## src/rtl/vga_term_pkg.sv

```systemverilog
// Shared types and constants for the 80x25 text terminal sequencer.
package vga_term_pkg;

    typedef enum logic [2:0] {
        ST_IDLE,
        ST_ESC,
        ST_WR_CHAR,
        ST_SCR_RD,
        ST_SCR_WR,
        ST_FILL
    } term_state_e;

    localparam logic [7:0] CC_BS   = 8'h08;
    localparam logic [7:0] CC_LF   = 8'h0A;
    localparam logic [7:0] CC_FF   = 8'h0C;
    localparam logic [7:0] CC_CR   = 8'h0D;
    localparam logic [7:0] CC_CURT = 8'h0E;
    localparam logic [7:0] CC_ESC  = 8'h1B;

    localparam logic [15:0] FILL_WORD = 16'h2020;

    localparam int DEF_COLS    = 80;
    localparam int DEF_ROWS    = 25;
    localparam int DEF_TOP_ROW = 1;

    // A scroll moves every terminal row except the first one up by one row.
    function automatic int scroll_words(input int cols, input int rows, input int top_row);
        return (rows - top_row - 1) * cols / 2;
    endfunction

    function automatic int row_words(input int cols);
        return cols / 2;
    endfunction

    localparam int SCROLL_WORDS = scroll_words(DEF_COLS, DEF_ROWS, DEF_TOP_ROW);
    localparam int ROW_WORDS    = row_words(DEF_COLS);

endpackage

```

## src/rtl/vga_term_flash.sv

```systemverilog
// Free-running blink divider: flash_o toggles every FLASH_DIV clocks.
module vga_term_flash #(
    parameter int FLASH_DIV = 12500000
) (
    input  logic wb_clk_i,
    input  logic wb_rst_i,
    output logic flash_o
);

    localparam int CW = (FLASH_DIV > 1) ? $clog2(FLASH_DIV) : 1;
    localparam logic [CW-1:0] CNT_LAST = CW'(FLASH_DIV - 1);

    logic [CW-1:0] cnt_q, cnt_d;
    logic          flash_q, flash_d;

    always_comb begin
        cnt_d   = cnt_q + CW'(1);
        flash_d = flash_q;
        if (cnt_q == CNT_LAST) begin
            cnt_d   = '0;
            flash_d = ~flash_q;
        end
    end

    always_ff @(posedge wb_clk_i or posedge wb_rst_i) begin
        if (wb_rst_i) begin
            cnt_q   <= '0;
            flash_q <= 1'b0;
        end else begin
            cnt_q   <= cnt_d;
            flash_q <= flash_d;
        end
    end

    assign flash_o = flash_q;

endmodule

```

## src/rtl/vga_term_ctl.sv

```systemverilog
// Terminal sequencer: decodes a byte stream and drives the text adapter's
// VRAM through single classic Wishbone cycles, plus cursor and blink controls.
module vga_term_ctl
    import vga_term_pkg::*;
#(
    parameter int          COLS      = 80,
    parameter int          ROWS      = 25,
    parameter int          TOP_ROW   = 1,
    parameter logic [15:0] VRAM_BASE = 16'h0000,
    parameter int          FLASH_DIV = 12500000,
    parameter bit          CUR_BLOCK = 1'b0
) (
    input  logic        wb_clk_i,
    input  logic        wb_rst_i,
    input  logic [7:0]  ch_i,
    input  logic        ch_valid_i,
    output logic        ch_ready_o,
    output logic [15:0] m_adr_o,
    output logic [15:0] m_dat_o,
    input  logic [15:0] m_dat_i,
    output logic        m_cyc_o,
    output logic        m_stb_o,
    output logic        m_we_o,
    output logic [1:0]  m_sel_o,
    input  logic        m_ack_i,
    output logic [10:0] cursor_o,
    output logic        cursor_on_o,
    output logic        cursor_type_o,
    output logic        flash_o,
    output logic        busy_o
);

    localparam int          SCR_WORDS  = scroll_words(COLS, ROWS, TOP_ROW);
    localparam int          TAIL_WORDS = row_words(COLS);
    localparam int          FF_WORDS   = (ROWS - TOP_ROW) * COLS / 2;
    localparam logic [10:0] SCR_SRC0   = 11'((TOP_ROW + 1) * COLS);
    localparam logic [10:0] FF_START   = 11'(TOP_ROW * COLS);
    localparam logic [10:0] TAIL_START = 11'((ROWS - 1) * COLS);
    localparam logic [10:0] COLS_W     = 11'(COLS);
    localparam logic [6:0]  LAST_COL   = 7'(COLS - 1);
    localparam logic [4:0]  LAST_ROW   = 5'(ROWS - 1);
    localparam logic [4:0]  FIRST_ROW  = 5'(TOP_ROW);

    term_state_e state_q, state_d;
    logic [7:0]  ch_q, ch_d;
    logic        pend_q, pend_d;
    logic        rdy_q, rdy_d;
    logic [4:0]  row_q, row_d;
    logic [6:0]  col_q, col_d;
    logic [10:0] ptr_q, ptr_d;
    logic [9:0]  wcnt_q, wcnt_d;
    logic [9:0]  nwords_q, nwords_d;
    logic        home_q, home_d;
    logic [15:0] rdat_q, rdat_d;
    logic        cyc_q, cyc_d;
    logic        stb_q, stb_d;
    logic        we_q, we_d;
    logic [1:0]  sel_q, sel_d;
    logic [15:0] adr_q, adr_d;
    logic [15:0] dat_q, dat_d;
    logic        ctype_q, ctype_d;
    logic        busy_q, busy_d;

    logic        accept;
    logic [10:0] cursor_w;
    logic [15:0] char_adr;

    assign accept   = ch_valid_i & rdy_q;
    assign cursor_w = 11'(row_q) * COLS_W + 11'(col_q);
    assign char_adr = VRAM_BASE + 16'(cursor_w);

    always_comb begin
        state_d  = state_q;
        ch_d     = ch_q;
        pend_d   = pend_q;
        row_d    = row_q;
        col_d    = col_q;
        ptr_d    = ptr_q;
        wcnt_d   = wcnt_q;
        nwords_d = nwords_q;
        home_d   = home_q;
        rdat_d   = rdat_q;
        cyc_d    = cyc_q;
        stb_d    = stb_q;
        we_d     = we_q;
        sel_d    = sel_q;
        adr_d    = adr_q;
        dat_d    = dat_q;
        ctype_d  = ctype_q;

        if (accept) begin
            ch_d   = ch_i;
            pend_d = 1'b1;
        end

        // Bus states raise the strobe from an idle bus and drop it in the ack
        // cycle, which guarantees a low cycle between consecutive transfers.
        case (state_q)
            ST_IDLE: begin
                if (pend_q) begin
                    pend_d = 1'b0;
                    case (ch_q)
                        CC_CR: col_d = '0;
                        CC_BS: begin
                            if (col_q != '0) col_d = col_q - 7'd1;
                        end
                        CC_LF: begin
                            if (row_q != LAST_ROW) begin
                                row_d = row_q + 5'd1;
                            end else begin
                                state_d = ST_SCR_RD;
                                ptr_d   = SCR_SRC0;
                                wcnt_d  = '0;
                            end
                        end
                        CC_FF: begin
                            state_d  = ST_FILL;
                            ptr_d    = FF_START;
                            wcnt_d   = '0;
                            nwords_d = 10'(FF_WORDS);
                            home_d   = 1'b1;
                        end
                        CC_ESC:  state_d = ST_ESC;
                        CC_CURT: ctype_d = ~ctype_q;
                        default: state_d = ST_WR_CHAR;
                    endcase
                end
            end
            ST_ESC: begin
                if (pend_q) begin
                    pend_d  = 1'b0;
                    state_d = ST_WR_CHAR;
                end
            end
            ST_WR_CHAR: begin
                if (!stb_q) begin
                    cyc_d = 1'b1;
                    stb_d = 1'b1;
                    we_d  = 1'b1;
                    adr_d = char_adr;
                    sel_d = char_adr[0] ? 2'b10 : 2'b01;
                    dat_d = {ch_q, ch_q};
                end else if (m_ack_i) begin
                    cyc_d   = 1'b0;
                    stb_d   = 1'b0;
                    we_d    = 1'b0;
                    state_d = ST_IDLE;
                    if (col_q == LAST_COL) begin
                        col_d = '0;
                        if (row_q != LAST_ROW) begin
                            row_d = row_q + 5'd1;
                        end else begin
                            state_d = ST_SCR_RD;
                            ptr_d   = SCR_SRC0;
                            wcnt_d  = '0;
                        end
                    end else begin
                        col_d = col_q + 7'd1;
                    end
                end
            end
            ST_SCR_RD: begin
                if (!stb_q) begin
                    cyc_d = 1'b1;
                    stb_d = 1'b1;
                    we_d  = 1'b0;
                    sel_d = 2'b11;
                    adr_d = VRAM_BASE + 16'(ptr_q);
                end else if (m_ack_i) begin
                    cyc_d   = 1'b0;
                    stb_d   = 1'b0;
                    rdat_d  = m_dat_i;
                    state_d = ST_SCR_WR;
                end
            end
            ST_SCR_WR: begin
                if (!stb_q) begin
                    cyc_d = 1'b1;
                    stb_d = 1'b1;
                    we_d  = 1'b1;
                    sel_d = 2'b11;
                    adr_d = VRAM_BASE + 16'(ptr_q - COLS_W);
                    dat_d = rdat_q;
                end else if (m_ack_i) begin
                    cyc_d = 1'b0;
                    stb_d = 1'b0;
                    we_d  = 1'b0;
                    if (wcnt_q == 10'(SCR_WORDS - 1)) begin
                        state_d  = ST_FILL;
                        ptr_d    = TAIL_START;
                        wcnt_d   = '0;
                        nwords_d = 10'(TAIL_WORDS);
                        home_d   = 1'b0;
                    end else begin
                        state_d = ST_SCR_RD;
                        ptr_d   = ptr_q + 11'd2;
                        wcnt_d  = wcnt_q + 10'd1;
                    end
                end
            end
            ST_FILL: begin
                if (!stb_q) begin
                    cyc_d = 1'b1;
                    stb_d = 1'b1;
                    we_d  = 1'b1;
                    sel_d = 2'b11;
                    adr_d = VRAM_BASE + 16'(ptr_q);
                    dat_d = FILL_WORD;
                end else if (m_ack_i) begin
                    cyc_d = 1'b0;
                    stb_d = 1'b0;
                    we_d  = 1'b0;
                    if (wcnt_q == nwords_q - 10'd1) begin
                        state_d = ST_IDLE;
                        if (home_q) begin
                            row_d = FIRST_ROW;
                            col_d = '0;
                        end
                    end else begin
                        ptr_d  = ptr_q + 11'd2;
                        wcnt_d = wcnt_q + 10'd1;
                    end
                end
            end
            default: state_d = ST_IDLE;
        endcase

        // Ready is withheld for the decode cycle so one byte is handled at a time.
        rdy_d  = !accept && !pend_d && ((state_d == ST_IDLE) || (state_d == ST_ESC));
        busy_d = (state_d == ST_SCR_RD) || (state_d == ST_SCR_WR) || (state_d == ST_FILL);
    end

    always_ff @(posedge wb_clk_i or posedge wb_rst_i) begin
        if (wb_rst_i) begin
            state_q  <= ST_IDLE;
            ch_q     <= '0;
            pend_q   <= 1'b0;
            rdy_q    <= 1'b0;
            row_q    <= FIRST_ROW;
            col_q    <= '0;
            ptr_q    <= '0;
            wcnt_q   <= '0;
            nwords_q <= '0;
            home_q   <= 1'b0;
            rdat_q   <= '0;
            cyc_q    <= 1'b0;
            stb_q    <= 1'b0;
            we_q     <= 1'b0;
            sel_q    <= '0;
            adr_q    <= '0;
            dat_q    <= '0;
            ctype_q  <= CUR_BLOCK;
            busy_q   <= 1'b0;
        end else begin
            state_q  <= state_d;
            ch_q     <= ch_d;
            pend_q   <= pend_d;
            rdy_q    <= rdy_d;
            row_q    <= row_d;
            col_q    <= col_d;
            ptr_q    <= ptr_d;
            wcnt_q   <= wcnt_d;
            nwords_q <= nwords_d;
            home_q   <= home_d;
            rdat_q   <= rdat_d;
            cyc_q    <= cyc_d;
            stb_q    <= stb_d;
            we_q     <= we_d;
            sel_q    <= sel_d;
            adr_q    <= adr_d;
            dat_q    <= dat_d;
            ctype_q  <= ctype_d;
            busy_q   <= busy_d;
        end
    end

    vga_term_flash #(
        .FLASH_DIV (FLASH_DIV)
    ) u_flash (
        .wb_clk_i (wb_clk_i),
        .wb_rst_i (wb_rst_i),
        .flash_o  (flash_o)
    );

    assign ch_ready_o    = rdy_q;
    assign m_adr_o       = adr_q;
    assign m_dat_o       = dat_q;
    assign m_cyc_o       = cyc_q;
    assign m_stb_o       = stb_q;
    assign m_we_o        = we_q;
    assign m_sel_o       = sel_q;
    assign cursor_o      = cursor_w;
    assign cursor_on_o   = ~busy_q;
    assign cursor_type_o = ctype_q;
    assign busy_o        = busy_q;

endmodule

```

## config.mk

```make
export PLATFORM = sky130hd
export DESIGN_NAME = vga_term_ctl
export DESIGN_NICKNAME = d
export VERILOG_FILES = /design/src/rtl/vga_term_pkg.sv /design/src/rtl/vga_term_flash.sv /design/src/rtl/vga_term_ctl.sv
export SDC_FILE = /design/constraint.sdc
export NUM_CORES = 1
export LEC_CHECK = 0
export ABC_CLOCK_PERIOD_IN_PS = 7600
export BUFFER_PORTS_ARGS = -buffer_cell sky130_fd_sc_hd__buf_4
export CORE_MARGIN = 5
export CORE_UTILIZATION = 40
export DETAILED_ROUTE_END_ITERATION = 8
export PLACE_DENSITY = 0.63
export SETUP_SLACK_MARGIN = 0.15
export SLEW_MARGIN = 20
export SYNTH_ARGS = -nofsm -noshare
export SYNTH_HDL_FRONTEND = slang
export SYNTH_SLANG_ARGS = --single-unit
```

## constraint.sdc

```tcl
create_clock -name wb_clk_i -period 7.6 [get_ports wb_clk_i]
set_input_delay 1.14 -clock wb_clk_i [delete_from_list [all_inputs] [get_ports wb_clk_i]]
set_output_delay 1.14 -clock wb_clk_i [all_outputs]
set_load 0.02 [all_outputs]
```

; After elaboration in Yosys (flattened, before gate mapping)
; Cells that the tools add are included.
[word_totals]
ff_bits = 137
[classes]
eq_ne = 45
add_sub_neg = 9
n_mul = 1
bitwise_logic = 4
n_reduce_logical = 34
mux = 99
[op_table]
columns = op, count
row1 = 10-bit two-way mux, 16
row2 = 11-bit two-way mux, 11
row3 = 16-bit two-way mux, 6
row4 = 16-bit case mux with 3 select lines, 2
row5 = 7-bit two-way mux, 9
row6 = 5-bit two-way mux, 10
row7 = 11-bit case mux with 4 select lines, 1
row8 = 8-bit by 4-bit equality test with 1-bit output (second input constant), 5
row9 = 10-bit case mux with 2 select lines, 2
row10 = 10-bit case mux with 4 select lines, 1
row11 = 3-bit two-way mux, 13
row12 = 2-bit inequality test (second input constant), 19
row13 = 24-bit by 1-bit adder with 24-bit output (second input constant), 1
row14 = 24-bit equality test (second input constant), 1
row15 = 24-bit two-way mux, 1
row16 = 11-bit case mux with 2 select lines, 1
row17 = 7-bit case mux with 3 select lines, 1
row18 = 10-bit AND reduction, 2
row19 = 3-bit case mux with 6 select lines, 1
row20 = 5-bit case mux with 3 select lines, 1
row21 = 7-bit case mux with 2 select lines, 1
row22 = 1-bit two-way mux, 13
row23 = 3-bit equality test (second input constant), 4
row24 = 3-bit case mux with 4 select lines, 1
row25 = 40 further kinds, 69

; Logic depth before layout (Yosys ltp)
[logic_depth]
ltp_word = 9
depth_mapped = 10

; Cells and area by module
; A second synthesis with hierarchy kept.
[hier_totals]
hier_cells = 758
hier_area_um2 = 7113.1
[modules_own_cells]
columns = module, seq_area_each_um2, cells_per_inst, area_per_inst_um2, instances
row1 = vga_term_ctl, 2478.6, 642, 5884.4, 1
row2 = vga_term_flash, 625.6, 116, 1228.7, 1

; Worst setup path after synthesis
; OpenSTA, ideal clock, no wires.
[synth_path]
path_kind = register -> output
from = reg row_q[3]
to = out cursor_o[10]
slack_ps = 4261
t_required_ps = 6460
stages_incl_launch_ff = 9
n_path_buf = 0
arrival_ps = 2199
path_cell_list = dfrtp_1 > ha_1 > ha_1 > inv_1 > fa_1 > xnor2_1 > o2111ai_1 > xnor2_1 > xnor2_1
[synth_via]
elab_chain_len = 2
[synth_lines]
columns = item, line
row1 = from (decl), vga_term_ctl.sv:48  ; logic [4:0] row_q, row_d;
row2 = from (signal assigned), vga_term_ctl.sv:259  ; row_q <= row_d;
row3 = 5-bit by 3-bit multiplier with 7-bit output, vga_term_ctl.sv:69  ; assign cursor_w = 11'(row_q) * COLS_W + 11'(col_q);
row4 = 11-bit by 7-bit adder with 11-bit output, vga_term_ctl.sv:69
row5 = to (decl), vga_term_ctl.sv:26  ; output logic [10:0] cursor_o,
; No other way between the ends.

; Final worst setup path
[layout_path]
from = reg row_q[1]
to = out cursor_o[10]
; The elaborated chain is that of the path after synthesis.

==> impl_results.md <==
- Critical-path maximum fanout: 6
- H-Tree Depth: 4
- Ys Warns: 0
- Reported max-cap violation count: 0
- Critical Path AT: 2830 ps
- Clk slew on worst S/H paths: 60 ps
- Initial antenna violation count: 0
- Worst setup margin: about 3600 ps
- Number of global-route vias before repair: 5683
- PortBufs: 80
- Worst min path class: register to register
- Routed Antenna Nets: 0
- Critical R2R Capture: ptr_q[10]$_DFFE_PP0P_
- Crit path time final: slightly below 4000 ps
- Global Route Usage Sum: roughly 18%
- Initial Util: roughly two fifths
- Detailed Place HPWL: 12500 um
- Crit end category: primary output
- CTS tree: done
- Number of cells on the worst reg-to-reg path: 6
- Pwr Density: ~370 nW/um^2
- Post-Syn Area per Cell: around 9.4 um^2
- Placed inst area: 7710 um^2
- Synth Flop Type: dfrtp_1
- Setup violators final: 0
- Die Footprint: 20300 um^2
- RSZ-0062 raised after global routing: no
- Internal power: 0.00195 W
- Die height: between 100 and 150 um
- Die X-Extent: 142 um
- Final Hold Viols: 0
- Clock share of power: 30.1%
- Post-Syn Nets: 794
- Hold Path Sink: u_flash.flash_o$_DFFE_PP0N_
- Clk buf depth: 2
- Sink Count: 124
- Fill count: 1612
- Hold WS: 465 ps
- Seq pwr share: 32.2%
- First-pass GRT wire length: 29500 um
- Share of layout cells above drive strength 1: 19.3%
- P&R area growth vs syn: 19.6%
- Placement Setup Slack: 4070 ps
- Clock Skew: 6.54 ps
- Drt pass-1 iters: 5
- Nets: 848
- Design area: 8390 um^2
- VDD IR-drop max: ~260 uV
- Post-CTS setup buffers: 0
- Final period util: 52.2%
- Rows: between 40 and 50
- Seq/Total Area, Yosys: ~44%
- Hold path start: u_flash.flash_o$_DFFE_PP0N_
- Vias: 5818
- NetSw: 0.00117 W
- Clk_lat worst skew: around 420 ps
- Reg2reg setup slack: 4570 ps
- Vias per std cell: approximately 5.6
- Wire per inst: 17.1 um
- Reg-to-reg startpoint: state_q[1]$_DFF_PP0_
- Seq cells post-synth: 124
- Mapped cell area: around 7000 um^2
- Post-synth EDFFs: 0
- Run status: complete, no violations
- Root Buffer: clkbuf_16
- Setup_tns: 0 ps
- Post_cts resized: 0
- Hold buffers post-CTS: 0
- Max-slew violation count: 0
- Grt ovf: 0
- Hold path depth: 1
- Pin count of the biggest net entering global routing: 77
- Synth cell types: 78
- Post-route DRC: 0
- Combinational Power Share: between 30 and 40%
- Ys async rst share: 100%
- Post-synthesis instance total: 744
- Core ar.: 17200 um^2
- CP required: around 6500 ps
- Slew headroom: 41.0%
- Fmax: between 200 and 300 MHz
- CP Class: register to primary output
- Antenna diodes: 0
- Initial drt markers: 373
- IO Count: 81
- CTS buffer count: 17
- Sw frac: about 38%
- RePlAce Congestion: 0.843
- Final WL: 17600 um
- Worst-Margin Slew: 872 ps
- Startpoint types: register
- LEAKAGE: 3.80 nW
## logic make-up after synthesis
kind of cell / Yosys count / synth area share, %
AO/OA/AOI/OAI: 197 / 18.7
XOR/XNOR: 30 / 3.74
adder cells (fa/ha/maj): 22 / 4.14
buffers and inverters: 78 / 4.78
flip-flops: 124 / 44.2
multiplexers: 34 / 5.31
AND/OR/NAND/NOR: 259 / 19.1
## state kept, by name (all words and copies together) (netlist names)
name	cells
state_q	3
nwords_q	2
ptr_q	11
ch_ready_o	1
cursor_type_o	1
m_stb_o	1
u_flash.flash_o	1
m_we_o	1
m_cyc_o	1
m_dat_o	16
wcnt_q	10
ch_q	8
rdat_q	16
m_adr_o	12
busy_o	1
m_sel_o	2
u_flash.cnt_q	24
pend_q	1
col_q	7
row_q	5
## how the worst max path moves through the flow
stage                     cells past startpoint                to                  from  slack (ps)
final                                         9      cursor_o[10]  row_q[1]$_DFFE_PP0P_        3630
after global routing                          9      cursor_o[10]  row_q[1]$_DFFE_PP0P_        3460
after CTS                                     9      cursor_o[10]  row_q[1]$_DFFE_PP0P_        3610
after detailed placement                      9      cursor_o[10]  row_q[1]$_DFFE_PP0P_        4070
after global placement                        9      cursor_o[10]  row_q[3]$_DFFE_PP0P_        4140
after floorplan                               1  busy_o$_DFF_PP0_              wb_rst_i        3160
## power by group through the flow
stage	logic [W]	clock network, W	registers (W)
3_5_place_dp	0.00118	0	0.00101
3_3_place_gp	0.00116	0	0.00102
6_report	0.00118	0.000939	0.00101
4_1_cts	0.00118	0.000955	0.00101
5_1_grt	0.00130	0.000986	0.00103
2_1_floorplan	0.000757	0	0.00102
## worst max-delay path: stages (launching register included)
cell       delay, ps
dfrtp_1          450
ha_1             320
ha_1             170
inv_1             60
fa_1             380
xnor2_1          250
o2111ai_1        170
xnor2_1          160
xnor2_1          260
buf_4            200
## cell usage after synthesis, types with 6 or more instances
library cell,number,share of area (%)
nand4_1,11,0.98
nor4b_1,7,0.87
a21oi_1,52,3.7
nor3_1,19,1.4
nand2_1,60,3.2
nor2_1,63,3.4
and3_1,11,0.98
nor4_1,7,0.62
xor2_1,14,1.7
dfrtp_1,123,44
a22o_1,6,0.75
ha_1,20,3.6
mux2_2,26,4.2
inv_1,27,1.4
nor3b_1,6,0.64
nor2b_1,8,0.71
o31ai_1,9,0.96
nand3_1,27,1.9
nand2b_1,9,0.80
xnor2_1,16,2.0
a211oi_1,6,0.64
a22oi_1,15,1.6
clkbuf_1,32,1.7
o21ai_0,35,2.5
buf_4,8,0.86
o22a_1,7,0.87
a21o_1,7,0.75
a31oi_1,7,0.62
mux2i_1,8,1.1
## area by class of cell
type | instances | area [um^2] | area share, %
flip-flops and latches | 124 | 3100 | 37.0
clock buffers | 19 | 433 | 5.16
repair buffers | 85 | 642 | 7.65
inverters | 28 | 108 | 1.28
clock inverters | 12 | 244 | 2.91
well taps | 225 | 282 | 3.35
multi-input cells | 542 | 3580 | 42.7
## metrics by stage
step	std cells	util, %	power (W)
global route	1035	48.7	0.00332
finish	1035	48.7	0.00312
detailed placement	1004	44.7	0.00219
CTS	1035	48.7	0.00314
global placement	1004	44.7	0.00218
floorplan	744	-	0.00177
## cells in the final DEF (no fill, tap or decap), types with 5 or more instances in the layout
master     Yosys  routed
nand4_1       11      11
inv_1         27      26
xor2_1        14      14
a211oi_1       6       6
nor4b_1        7       7
a22o_1         6       6
nor2_1        63      63
clkbuf_16      0      17
mux2i_1        8       8
xnor2_1       16      16
and3_1        11      11
bufinv_16      0       7
o22ai_1        5       5
nand2_1       60      60
mux2_2        26      26
a31oi_1        7       7
a22oi_1       15      15
dfrtp_1      123     123
nor2b_1        8       8
ha_1          20      20
o31ai_1        9       9
o21ai_1        5       5
nor3_1        19      19
o21a_1         5       5
nor4_1         7       7
a21oi_1       52      51
nor3b_1        6       6
o22a_1         7       7
nand3_1       27      27
o211ai_1       5       5
a21o_1         7       7
nand2b_1       9       9
o21ai_0       35      35
buf_4          8      84
## layer usage
metal	GRT usage [%]	wire length (um)	up-vias
met4	6.55	452	0
met1	25.5	8280	2749
li1	-	-	2815
met3	5.24	1340	30
met5	0	0	-
met2	26.1	7570	224
Power figures use the tool's default switching activity.
